File: src/rtl/frame_buf_pkg.sv
// Shared types, reset indices and the buffer-index to base-address helper
// for the triple-buffer frame store controller.
package frame_buf_pkg;

  typedef logic [1:0] buf_idx_t;

  localparam buf_idx_t WR_RST  = 2'd0;
  localparam buf_idx_t RDY_RST = 2'd1;
  localparam buf_idx_t RD_RST  = 2'd2;

  localparam int ADDR_DW = 21;
  typedef logic [ADDR_DW-1:0] addr_t;

  // Index 3 never occurs in a valid permutation; it falls back to buffer 0.
  function automatic addr_t idx_to_base(input buf_idx_t idx, input addr_t b0,
                                        input addr_t b1, input addr_t b2);
    addr_t base;
    case (idx)
      2'd0:    base = b0;
      2'd1:    base = b1;
      2'd2:    base = b2;
      default: base = b0;
    endcase
    return base;
  endfunction

endpackage

File: src/rtl/frame_buf_ctrl_pulse_rise_det.sv
// pulse_rise_det: one-register rising-edge detector; a level held high
// yields a single-cycle edge.
module pulse_rise_det (
  input  logic i_clk,
  input  logic i_rst_n,
  input  logic i_sig,
  output logic o_rise
);

  logic sig_q;

  // One-cycle history of the strobe.
  always_ff @(posedge i_clk or negedge i_rst_n) begin
    if (!i_rst_n) begin
      sig_q <= 1'b0;
    end else begin
      sig_q <= i_sig;
    end
  end

  assign o_rise = i_sig & ~sig_q;

endmodule

File: src/rtl/frame_buf_ctrl.sv
// frame_buf_ctrl: triple-buffer manager (write / ready / read indices) for the
// SDRAM frame store. Optional drop counter enabled by FRAME_DROP_CNT_EN.
module frame_buf_ctrl
  import frame_buf_pkg::*;
#(
  parameter int                      SDRAM_ADDRS_DW    = 21,
  parameter logic [SDRAM_ADDRS_DW-1:0] BUF0_BASE       = 21'h000000,
  parameter logic [SDRAM_ADDRS_DW-1:0] BUF1_BASE       = 21'h010000,
  parameter logic [SDRAM_ADDRS_DW-1:0] BUF2_BASE       = 21'h020000,
  parameter int                      IMAGE_WIDE_LENGTH = 256,
  parameter int                      IMAGE_HIGH_LENGTH = 192
) (
  input  logic                      i_clk,
  input  logic                      i_rst_n,
  input  logic                      i_wr_frame_start,
  input  logic                      i_wr_frame_done,
  input  logic                      i_rd_frame_start,
  output logic                      o_wr_start,
  output logic [SDRAM_ADDRS_DW-1:0] o_wr_addrs,
  output logic                      o_rd_start,
  output logic [SDRAM_ADDRS_DW-1:0] o_rd_addrs,
  output logic [1:0]                o_mem_cnt,
  output logic                      o_frame_avail,
  output logic [31:0]               o_data_length,
  output logic [15:0]               o_drop_cnt
);

  logic wr_start_e_s;
  logic wr_done_e_s;
  logic rd_start_e_s;

  buf_idx_t wr_idx_q, wr_idx_d;
  buf_idx_t rdy_idx_q, rdy_idx_d;
  buf_idx_t rd_idx_q, rd_idx_d;
  logic     fresh_q, fresh_d;
  logic     has_frame_q, has_frame_d;
  logic     wr_busy_q, wr_busy_d;
  logic     wr_start_q, wr_start_d;
  logic     rd_start_q, rd_start_d;
  logic     drop_evt_s;
  logic [SDRAM_ADDRS_DW-1:0] wr_addrs_q, wr_addrs_d;
  logic [SDRAM_ADDRS_DW-1:0] rd_addrs_q, rd_addrs_d;

  pulse_rise_det u_wr_start_det (
    .i_clk   (i_clk),
    .i_rst_n (i_rst_n),
    .i_sig   (i_wr_frame_start),
    .o_rise  (wr_start_e_s)
  );

  pulse_rise_det u_wr_done_det (
    .i_clk   (i_clk),
    .i_rst_n (i_rst_n),
    .i_sig   (i_wr_frame_done),
    .o_rise  (wr_done_e_s)
  );

  pulse_rise_det u_rd_start_det (
    .i_clk   (i_clk),
    .i_rst_n (i_rst_n),
    .i_sig   (i_rd_frame_start),
    .o_rise  (rd_start_e_s)
  );

  // Index permutation update: write-done swap first, then write start, then read swap.
  always_comb begin
    wr_idx_d    = wr_idx_q;
    rdy_idx_d   = rdy_idx_q;
    rd_idx_d    = rd_idx_q;
    fresh_d     = fresh_q;
    has_frame_d = has_frame_q;
    wr_busy_d   = wr_busy_q;
    wr_start_d  = 1'b0;
    rd_start_d  = 1'b0;
    drop_evt_s  = 1'b0;

    if (wr_done_e_s && wr_busy_q) begin
      wr_idx_d    = rdy_idx_q;
      rdy_idx_d   = wr_idx_q;
      drop_evt_s  = fresh_q;
      fresh_d     = 1'b1;
      has_frame_d = 1'b1;
      wr_busy_d   = 1'b0;
    end else begin
      drop_evt_s  = 1'b0;
    end

    // A start while busy aborts the frame and simply reissues on the same buffer.
    if (wr_start_e_s) begin
      wr_busy_d  = 1'b1;
      wr_start_d = 1'b1;
    end else begin
      wr_start_d = 1'b0;
    end

    if (rd_start_e_s && has_frame_d) begin
      rd_start_d = 1'b1;
      if (fresh_d) begin
        rd_idx_d  = rdy_idx_d;
        rdy_idx_d = rd_idx_q;
        fresh_d   = 1'b0;
      end else begin
        rd_idx_d  = rd_idx_q;
      end
    end else begin
      rd_start_d = 1'b0;
    end

    wr_addrs_d = SDRAM_ADDRS_DW'(idx_to_base(wr_idx_d, addr_t'(BUF0_BASE),
                                             addr_t'(BUF1_BASE), addr_t'(BUF2_BASE)));
    rd_addrs_d = SDRAM_ADDRS_DW'(idx_to_base(rd_idx_d, addr_t'(BUF0_BASE),
                                             addr_t'(BUF1_BASE), addr_t'(BUF2_BASE)));
  end

  // State and registered outputs.
  always_ff @(posedge i_clk or negedge i_rst_n) begin
    if (!i_rst_n) begin
      wr_idx_q    <= WR_RST;
      rdy_idx_q   <= RDY_RST;
      rd_idx_q    <= RD_RST;
      fresh_q     <= 1'b0;
      has_frame_q <= 1'b0;
      wr_busy_q   <= 1'b0;
      wr_start_q  <= 1'b0;
      rd_start_q  <= 1'b0;
      wr_addrs_q  <= BUF0_BASE;
      rd_addrs_q  <= BUF2_BASE;
    end else begin
      wr_idx_q    <= wr_idx_d;
      rdy_idx_q   <= rdy_idx_d;
      rd_idx_q    <= rd_idx_d;
      fresh_q     <= fresh_d;
      has_frame_q <= has_frame_d;
      wr_busy_q   <= wr_busy_d;
      wr_start_q  <= wr_start_d;
      rd_start_q  <= rd_start_d;
      wr_addrs_q  <= wr_addrs_d;
      rd_addrs_q  <= rd_addrs_d;
    end
  end

`ifdef FRAME_DROP_CNT_EN
  logic [15:0] drop_cnt_q, drop_cnt_d;

  // Saturating count of completed frames overwritten before any read took them.
  always_comb begin
    if (drop_evt_s && (drop_cnt_q != 16'hFFFF)) begin
      drop_cnt_d = drop_cnt_q + 16'd1;
    end else begin
      drop_cnt_d = drop_cnt_q;
    end
  end

  // Drop counter register, cleared only by reset.
  always_ff @(posedge i_clk or negedge i_rst_n) begin
    if (!i_rst_n) begin
      drop_cnt_q <= 16'd0;
    end else begin
      drop_cnt_q <= drop_cnt_d;
    end
  end

  assign o_drop_cnt = drop_cnt_q;
`else
  logic unused_drop_s;
  assign unused_drop_s = drop_evt_s;
  assign o_drop_cnt    = 16'd0;
`endif

  assign o_wr_start    = wr_start_q;
  assign o_wr_addrs    = wr_addrs_q;
  assign o_rd_start    = rd_start_q;
  assign o_rd_addrs    = rd_addrs_q;
  assign o_mem_cnt     = rd_idx_q;
  assign o_frame_avail = has_frame_q;
  assign o_data_length = 32'(IMAGE_WIDE_LENGTH * IMAGE_HIGH_LENGTH);

endmodule

File: config.mk
export PLATFORM = sky130hd
export DESIGN_NAME = frame_buf_ctrl
export DESIGN_NICKNAME = d
export VERILOG_FILES = /design/src/rtl/frame_buf_pkg.sv /design/src/rtl/frame_buf_ctrl_pulse_rise_det.sv /design/src/rtl/frame_buf_ctrl.sv
export SDC_FILE = /design/constraint.sdc
export NUM_CORES = 1
export LEC_CHECK = 0
export ABC_AREA = 1
export ABC_CLOCK_PERIOD_IN_PS = 2410
export CORE_ASPECT_RATIO = 2
export CORE_UTILIZATION = 38
export DETAILED_ROUTE_END_ITERATION = 8
export HOLD_SLACK_MARGIN = 0.12
export PLACE_DENSITY = 0.87
export SLEW_MARGIN = 5
export SYNTH_ARGS = -nofsm -noshare
export SYNTH_HDL_FRONTEND = slang
export SYNTH_SLANG_ARGS = --single-unit
File: constraint.sdc
create_clock -name i_clk -period 2.41 [get_ports i_clk]
set_input_delay 0.482 -clock i_clk [delete_from_list [all_inputs] [get_ports i_clk]]
set_output_delay 0.482 -clock i_clk [all_outputs]
set_load 0.01 [all_outputs]
# Yosys cells after proc, flatten, opt, wreduce, memory -nomap -nowiden
# Index checks and enable logic that the tools add are counted.
[totals]
reg_bits = 56
in_bits = 5
out_inout_bits = 95
wordCells = 41
[classes]
eq_ne = 4
muxes = 15
bitwise_logic = 6
n_reduce_logical = 3
[op_table]
columns = ["op", "n"]
rows = [
  ["one-hot mux 18 bit (2 select lines)", 2],
  ["two-way mux 2 bit", 6],
  ["two-way mux 1 bit", 7],
  ["== test 2 x 1 -> 1 bit, second input constant", 2],
  ["== test 2 bit, second input constant", 2],
  ["AND 1 bit", 3],
  ["inverter 1 bit", 3],
  ["logical AND 1 bit", 2],
  ["nonzero test 2 bit", 1],
]

# Longest topological paths before layout
[logic_depth]
depth_word = 8
ltp_mapped = 8
mapped_depth_nobuf = 8

# Hierarchy
# Synthesis repeated with hierarchy kept, for this count alone.
[unflattened]
cells_unflattened = 169
area_unflattened_um2 = 1423.9
[modules_own_cells]
columns = ["mod", "instances", "cells_per_inst", "area_each_um2", "seq_area_each_um2"]
rows = [
  ["frame_buf_ctrl", 1, 160, 1318.8, 379.1],
  ["pulse_rise_det", 3, 3, 35.0, 25.0],
]

# Worst setup path after synthesis
# OpenSTA, ideal clock, no wires.
[synth_timing]
path_kind = "input-to-reg"
start = "in i_rd_frame_start"
end = "reg rd_addrs_q[16] (netlist: o_rd_addrs[16])"
setup_time_ns = 0.114
arrival_ns = 1.127
required_ns = 2.296
slack_ns = 1.169
path_stages = 7
n_path_buf = 0
cell_sequence = "inv_1 -> nor2_1 -> inv_1 -> a21oi_2 -> nand3_1 -> nand2_2 -> nor2_2"
[synth_via]
elab_chain_len = 5
word_cells_on_any_way = 6
classes_between = "2 x eq/ne; 2 x mux; 1 x bitwise; 1 x reduce/logical"
[synth_rtl]
columns = ["element", "line", "text"]
rows = [
  ["start: declaration", "frame_buf_ctrl.sv:17", "input logic i_rd_frame_start,"],
  ["AND 1 bit *", "frame_buf_ctrl_pulse_rise_det.sv:21", "assign o_rise = i_sig & ~sig_q;"],
  ["logical AND 1 bit *", "frame_buf_ctrl.sv:96", "if (rd_start_e_s && has_frame_d) begin"],
  ["two-way mux 2 bit *", "frame_buf_ctrl.sv:96", ""],
  ["named net rd_idx_d[1]", "frame_buf_ctrl.sv:34", "buf_idx_t rd_idx_q, rd_idx_d;"],
  ["== test 2 bit / == test 2 x 1 -> 1 bit (equally long branches)", "frame_buf_pkg.sv:18", "case (idx)"],
  ["one-hot mux 18 bit (2 select lines) *", "frame_buf_pkg.sv:18", ""],
  ["named net rd_addrs_d[16]", "frame_buf_ctrl.sv:42", "logic [SDRAM_ADDRS_DW-1:0] rd_addrs_q, rd_addrs_d;"],
  ["end signal: assignment", "frame_buf_ctrl.sv:138", "rd_addrs_q <= rd_addrs_d;"],
  ["end: declaration", "frame_buf_ctrl.sv:42", ""],
]
# The timed path passes the listed nets; every way through them passes the cells marked *.
# A chain may end at the register's enable or synchronous reset.

# Worst setup path after layout
[layout_timing]
start = "reg rd_idx_q[1] (netlist: o_mem_cnt[1])"
end = "out o_mem_cnt[1]"
[layout_rtl]
columns = ["element", "line", "text"]
rows = [
  ["start: declaration", "frame_buf_ctrl.sv:34", ""],
  ["start signal: assignment", "frame_buf_ctrl.sv:131", "rd_idx_q <= rd_idx_d;"],
  ["end: declaration", "frame_buf_ctrl.sv:22", "output logic [1:0] o_mem_cnt,"],
]
# No word-level cell between the ends.

==> results.cfg <==
[route]
drcViolationCount = 0
num_vias = 760
route.final.wire_length_mm = 1.64
met3_length_um = 209
drt-met1-wl_um = 514
top_layer = met4
wl_per_cell_um = 7.23
dr.pass1.iters = 4
vias_per_cell = 3.36
first_iter_violations = 8
antenna_left = 0
met2_length_um = 896

[yosys]
yosys-top-cells-area = buf_4, dfrtp_1, dfstp_2, inv_1, nand2_1
synth_common_cells = buf_4, inv_1, nand2_1
syn_avg_cell_area_sq_um = 8.60
synthCells = 163
yosysUniqueCellTypes = 17
ys_ff_latch = 18
synth-async-reset-ratio = 1.00
yosysTopAreaCellShare = 0.461
syn_area_sq_um = 1400
synth_top_area_cell = buf_4
ys_seq_area_frac = 0.324
yosys_warnings = 0
synth_ff_type = dfrtp_1
synth-edff-count = 0
yosysMostFrequentCell = buf_4

[finish]
num_antenna_cells = 0
drive_gt1_frac = 0.107
seqCellArea_sq_um = 454
fin_area_sq_um = 1320
area_growth_pct = -6.07
final_util = 0.381
fin_cells = 226
nNetsFinal = 184
n_fill_cell = 374
multi_input_area_sq_um = 557

[clock_network]
numCtsBuffers = 3
htreeDepth = 1
cts-root-buf = clkbuf_8
cts.sinks = 18
holdBufCountCts = 0
clk_latency_ns = 0.25
cts_tree = yes
cts_resized = 0
cts_buffer_depth = 2
cts_setup_buffers = 0
path_clk_slew_ns = 0.06

[placement]
dp_cells = 222
routabilityCongestion = 0.766
postPlaceCellArea_sq_um = 1260
port_buffers = 13
dp_slack_ns = 0.533
dp_hpwl_mm = 1.36

[critical_path]
required_ns = 1.93
r2r_end = o_rd_addrs[16]
critPathCaptureType = primary output
critical_path_buf_inv_count = 1
rr_startpoint = u_wr_done_det.sig_q
cp_cell_sequence = clkdlybuf4s50_1
cp.arrival_ns = 1.34
r2r.worst_path.cells = 8
path_delay_family = flip-flops
start_kind = register
slowest_delay_ns = 0.55
cp_slowest_cell = dfstp_2
r2r_setup_slack_ns = 1.13
criticalPathCategory = register to primary output
crit_fanout = 3

[timing]
slew_headroom = 0.472
setup_ws_ns = 0.585
hold_viol = 0
fin_setup_tns_ns = 0
period_share = 0.757
clock_skew_ns = 0.000964
setup_viol = 0
drv_slew = 0
grt_setup_unrepaired = no
holdWs_ns = 0.419
max_freq_mhz = 548
fin_crit_ns = 1.83
worstMarginPinSlew_ns = 0.789

[global_routing]
grt_usage = 0.0806
antenna_found_initial = 0
grt_overflow = 0
grt_pass1_wl_mm = 2.38
grt_max_degree = 19
first_global_vias = 586

[die]
fp.dieW_um = 44.9
rows = 30
pin_count = 100
initial_utilization = 0.406
die_y_um = 87.9
core_sq_um = 3450
dieArea_sq_um = 3950

[min_path]
holdPathStages = 1
min_from = u_wr_start_det.sig_q
hold_end = o_wr_start
min_path_type = register to register

[outcome]
outcome = finished, final reports clean

[power_and_ir_drop]
power.density_nw_per_um2 = 788
ir_drop_v = 0.000218
p_leak_nw = 0.757
power_mw = 1.04

[flow_run]
cap_violations = 0
per-layer routing:
layer  global-route usage  vias up
met3               0.0186        2
met5                    0        -
li1                     -      345
met4               0.0468        0
met1               0.0808      336
met2                0.144       77
layout by cell type (no fill, tap or decap):
| master | instances |
|---|---|
| conb_1 | 86 |
| inv_1 | 16 |
| nand2_1 | 16 |
| dfrtp_1 | 15 |
| clkdlybuf4s50_1 | 13 |
| nor2_1 | 5 |
| nand2_2 | 4 |
| clkbuf_8 | 4 |
| dfstp_2 | 3 |
| nand3_4 | 2 |
| nand2_4 | 2 |
| nand4_1 | 2 |
| nand3_1 | 2 |
| o21ai_1 | 2 |
| o21ai_0 | 2 |
| nor2_2 | 2 |
| a21oi_2 | 1 |
| a21o_2 | 1 |
worst max-delay path by stage:
stage | startpoint | to | slack, ns | cells after the start
after floorplan | i_rd_frame_start | o_rd_addrs[16] | 1.17 | 7
after global placement | i_wr_frame_done | o_rd_addrs[16] | 0.57 | 8
after detailed placement | i_wr_frame_done | o_rd_addrs[16] | 0.53 | 8
after CTS | o_mem_cnt[1] | o_mem_cnt[1] | 0.57 | 1
after global routing | o_mem_cnt[1] | o_mem_cnt[1] | 0.57 | 1
final | o_mem_cnt[1] | o_mem_cnt[1] | 0.58 | 1
flip-flops by register name (all words and copies together) (netlist names):
name	flops
o_mem_cnt	2
fresh_q	1
o_rd_start	1
o_rd_addrs	2
o_frame_avail	1
u_rd_start_det.sig_q	1
u_wr_done_det.sig_q	1
u_wr_start_det.sig_q	1
wr_idx_q	2
wr_busy_q	1
rdy_idx_q	2
o_wr_start	1
o_wr_addrs	2
where the power goes:
part / switching (mW) / internal (mW) / total, mW
clock network: 0.0930 / 0.145 / 0.238
logic: 0.216 / 0.143 / 0.358
registers: 0.0446 / 0.396 / 0.441
total: 0.353 / 0.684 / 1.04
cells by family after synthesis:
logic type             synth area share
DFF                               0.324
buffers and inverters             0.504
other                           0.00536
and+or+nand+nor                   0.140
AOI/OAI and AO/OA                0.0268
layout make-up:
cell class,instances,area share
Multi-Input combinational cell,127,0.423
Tap cell,48,0.0456
Timing Repair Buffer,13,0.0989
Sequential cell,18,0.345
Inverter,16,0.0456
Clock buffer,4,0.0418
No activity file was read; power rests on OpenSTA's default activity.
==> RTL edit 1: new RTL, same settings <==
Build with the macro `FRAME_DROP_CNT_EN` defined.
--- a/src/rtl/frame_buf_ctrl.sv
+++ b/src/rtl/frame_buf_ctrl.sv
@@ -1,5 +1,7 @@
 // frame_buf_ctrl: triple-buffer manager (write / ready / read indices) for the
 // SDRAM frame store. Optional drop counter enabled by FRAME_DROP_CNT_EN.
+`define FRAME_DROP_CNT_EN
+
 module frame_buf_ctrl
   import frame_buf_pkg::*;
 #(
Check against the original RTL: not equivalent (Yosys sat finds a counterexample within 10 cycles, from zero or initial values and one cycle with i_rst_n low).
==> RTL edit 1 against the unedited design <==
Area after synthesis grew 59%. Wire length rose by 140%. Setup slack worse by 0.0029 ns. Final area up 88%. Power increased by 85%. Combinational power grew 28%. Cell count grew 68%. Hold slack got worse by 0.0075 ns. Count of clock-buffer cells in the layout increased by 4. Sequential cell count up 16. First-iteration DRC count up 140%. Critical path type unchanged. Critical endpoint is now o_drop_cnt[11].
==> RTL edit 1: results (changes against the unedited design) <==
| Metric | Value |
|---|---|
| WL/cell | 10.2 um (was 7.23 um) |
| Proportion of layout cells with a drive suffix above 1 | 0.0784 (was 0.107) |
| Routed vias/inst | 4.29 (was 3.36) |
| Fraction of the mapped netlist area in adder cells | 0.00561 (was 0) |
| Status | completed (unchanged) |
| Root buf cell | clkbuf_16 (was clkbuf_8) |
| Post-synthesis compound-gate area fraction | 0.0404 (was 0.0268) |
| GRT Util Overall | 0.138 (was 0.0806) |
| Largest net degree at the start of global routing | 35 (was 19) |
| Signal buffers | 31 (was 13) |
| Met3 Usage GRT | 0.0350 (was 0.0186) |
| FF/Latch Area | 855 um2 (was 454 um2) |
| Skew final | 0.00530 ns (was 0.000964 ns) |
| Worst-Skew Late Latency | 0.28 ns (was 0.25 ns) |
| Final WL | 3880 um (was 1640 um) |
| Critical path's top delay family | buffers and inverters (was flip-flops) |
| Final net count | 324 (was 184) |
| Cell count after synthesis | 286 (was 163) |
| DRT iter0 DRCs | 19 (was 8) |
| Post-Synth XOR/XNOR Area | 0.0275 (was 0) |
| Vias in the first global route | 1505 (was 586) |
| Setup WS pre-CTS | 0.339 ns (was 0.533 ns) |
| Sequential power | 0.000770 W (was 0.000441 W) |
| Comb_multi_in | 219 (was 127) |
| Register area share after synthesis | 0.383 (was 0.324) |
| Crit Path Max Fanout | 7 (was 3) |
| # clock sinks | 34 (was 18) |
## RTL edit 1: final timing paths
path	start	endpoint	slack, ns	depth (start not counted)
setup / recovery	o_drop_cnt[11]$_DFFE_PN0P_	o_drop_cnt[11]	0.58	1
hold / removal	u_wr_start_det.sig_q$_DFF_PN0_	o_wr_start$_DFF_PN0_	0.41	1
setup reg to reg	o_drop_cnt[0]$_DFFE_PN0P_	o_drop_cnt[9]$_DFFE_PN0P_	0.76	7
hold reg to reg	u_wr_start_det.sig_q$_DFF_PN0_	o_wr_start$_DFF_PN0_	0.41	1
max in group asynchronous	i_rst_n	o_mem_cnt[1]$_DFF_PN1_	1.45	2
min in group asynchronous	i_rst_n	o_drop_cnt[15]$_DFFE_PN0P_	0.62	2
## RTL edit 1: routing by layer
| metal | wire length, um | share of wire |
|---|---|---|
| met5 | 0 | 0 |
| met4 | 119 | 0.031 |
| met3 | 305 | 0.079 |
| met2 | 2110 | 0.54 |
| met1 | 1350 | 0.35 |
==> RTL edit 2: new RTL, same flow settings <==
Made on the original files. The output `o_wr_addrs` loses its register stage (`wr_addrs_q` becomes a continuous assignment).
--- a/src/rtl/frame_buf_ctrl.sv
+++ b/src/rtl/frame_buf_ctrl.sv
@@ -123,7 +123,6 @@
       wr_busy_q   <= 1'b0;
       wr_start_q  <= 1'b0;
       rd_start_q  <= 1'b0;
-      wr_addrs_q  <= BUF0_BASE;
       rd_addrs_q  <= BUF2_BASE;
     end else begin
       wr_idx_q    <= wr_idx_d;
@@ -134,10 +133,11 @@
       wr_busy_q   <= wr_busy_d;
       wr_start_q  <= wr_start_d;
       rd_start_q  <= rd_start_d;
-      wr_addrs_q  <= wr_addrs_d;
       rd_addrs_q  <= rd_addrs_d;
     end
   end
+
+  assign wr_addrs_q = wr_addrs_d;
 
 `ifdef FRAME_DROP_CNT_EN
   logic [15:0] drop_cnt_q, drop_cnt_d;
Check against the original RTL: not equivalent (Yosys sat finds a counterexample within 4 cycles, from zero or initial values and one cycle with i_rst_n low).
==> RTL edit 2 against the unedited design <==
The run now ends with design-rule violations left. Count of clock-buffer cells in the layout did not move. Power down 6.6%. Final area shrank 5.0%. Die area fell by 3.5%. Area after synthesis decreased by 3.6%. Wire length decreased by 2.0%. Setup slack got worse by 0.45 ns. Sequential cell count shrank 2. Critical path type is now input pin to output port. Critical endpoint is now o_wr_addrs[17].
==> RTL edit 2: results (changes against the unedited design) <==
| Metric | Value |
|---|---|
| Status | finished, violations left (was completed) |
| Failing checks | design-rule violations |
| Slowest cell delay on critical path | 0.54 ns |
| M1 wire length | 471 um (was 514 um) |
| Largest net degree at the start of global routing | 17 (was 19) |
| Crit Path Max Fanout | 5 (was 3) |
| Gpl congestion | 0.751 (was 0.766) |
| Met3 Usage GRT | 0.00833 (was 0.0186) |
| Post-CTS setup repair buffer count | 0 (unchanged) |
| DRC Markers | 1 (was 0) |
| Largest cells by area after synthesis | buf_4, dfrtp_1, dfstp_2 (unchanged) |
| Leak | 0.735 nW (was 0.757 nW) |
| Number of buffers created by CTS | 3 (unchanged) |
| Grt met2 use | 0.171 (was 0.144) |
| Post-DP HPWL | 1390 um (was 1360 um) |
| Share of flip-flops with an asynchronous set or reset | 1.00 (unchanged) |
| Worst ir drop on vdd | 0.482 mV (was 0.218 mV) |
| Antenna fix cells | 0 (unchanged) |
| Met2 routed WL | 883 um (was 896 um) |
| First-pass GRT wire length | 2460 um (was 2380 um) |
| Proportion of layout cells with a drive suffix above 1 | 0.112 (was 0.107) |
| Min-Delay Path Class | register to register (unchanged) |
| WP data arrival | 1.79 ns (was 1.34 ns) |
| Worst-path clk slew | 0.06 ns (about the same) |
| Routed vias/inst | 3.64 (was 3.36) |
| Critical path's top delay family | buffers and inverters (was flip-flops) |
| Final net count | 184 (unchanged) |
| Synth top cells by count | buf_4, inv_1, nand2_1, dfrtp_1, nor2_1 (unchanged) |
| # fillers | 351 (was 374) |
| Resize count post-CTS | 1 (was 0) |
| GRT Util Overall | 0.0853 (was 0.0806) |
| Yosys warns | 0 (unchanged) |
| Combinational share of power | 0.384 (was 0.345) |
| First-pass DRT Iterations | 9 (was 4) |
| H-tree levels | 1 (unchanged) |
| DRT iter0 DRCs | 28 (was 8) |
| Switching Share | 0.362 (was 0.341) |
| Highest metal used | met4 (unchanged) |
| Worst-Skew Late Latency | 0.25 ns (about the same) |
| Top_reg_cell synth | dfrtp_1 (unchanged) |
| Clock Path Buffers | 2 (unchanged) |
| Met1 usage | 0.0672 (was 0.0808) |
| Skew final | 0.000381 ns (was 0.000964 ns) |
| Root buf cell | clkbuf_8 (unchanged) |
| Register area share after synthesis | 0.299 (was 0.324) |
| Initial antenna violation count | 0 (unchanged) |
| Met3 routed wirelength | 179 um (was 209 um) |
| Buffers on Ports | 13 (unchanged) |
| WL/cell | 7.63 um (was 7.23 um) |
| Crit-path slowest cell | clkdlybuf4s50_1 (was dfstp_2) |
| Clock Power Share | 0.215 (was 0.229) |
| Max_slew headroom | 0.514 (was 0.472) |
| Vias in the first global route | 610 (was 586) |
| Cell variety after synth | 17 (unchanged) |
==> RTL edit 2: cell count changes in the layout (fill, tap and decap cells not counted) <==
cell,delta
clkbuf_8,-1
dfrtp_1,-2
buf_4,+2
clkbuf_1,+1
dlygate4sd2_1,+1
clkdlybuf4s50_1,-1
==> RTL edit 2: kinds of logic after synthesis <==
kind of cell,Yosys count,synth area share
buffers and inverters,102,0.522
other,2,0.00556
flip-flops,16,0.299
AO/OA/AOI/OAI,6,0.0278
AND/OR/NAND/NOR,35,0.145
==> RTL edit 2: through the flow <==
stage	area, um2	setup slack (ns)	util	std cells	power, W
floorplan	1670	0.913	-	245	0.000717
detailed placement	1210	-0.137	0.357	206	0.000768
CTS	1250	0.126	0.370	210	0.000974
finish	1250	0.135	0.370	210	0.000969
global placement	1210	-0.122	0.357	206	0.000757
global route	1250	0.0324	0.370	210	0.00103
==> RTL edit 2: path summary, 6_finish.rpt <==
kind,endpoint,startpoint,cells after the start,slack (ns)
max,o_wr_addrs[17],i_wr_frame_done,6,0.13
min,o_wr_start$_DFF_PN0_,u_wr_start_det.sig_q$_DFF_PN0_,1,0.43
max reg2reg,o_rd_addrs[16]$_DFF_PN0_,u_wr_done_det.sig_q$_DFF_PN0_,9,1.08
min reg2reg,o_wr_start$_DFF_PN0_,u_wr_start_det.sig_q$_DFF_PN0_,1,0.43
max in group asynchronous,o_rd_start$_DFF_PN0_,i_rst_n,1,1.29
min in group asynchronous,o_wr_start$_DFF_PN0_,i_rst_n,1,0.66
==> RTL edit 2: area by class of cell <==
cell class,instances,share of cell area
timing repair buffer,15,0.115
clock buffer,4,0.0360
tap,32,0.0320
multi-input combinational,127,0.445
sequential,16,0.323
inverter,16,0.0480
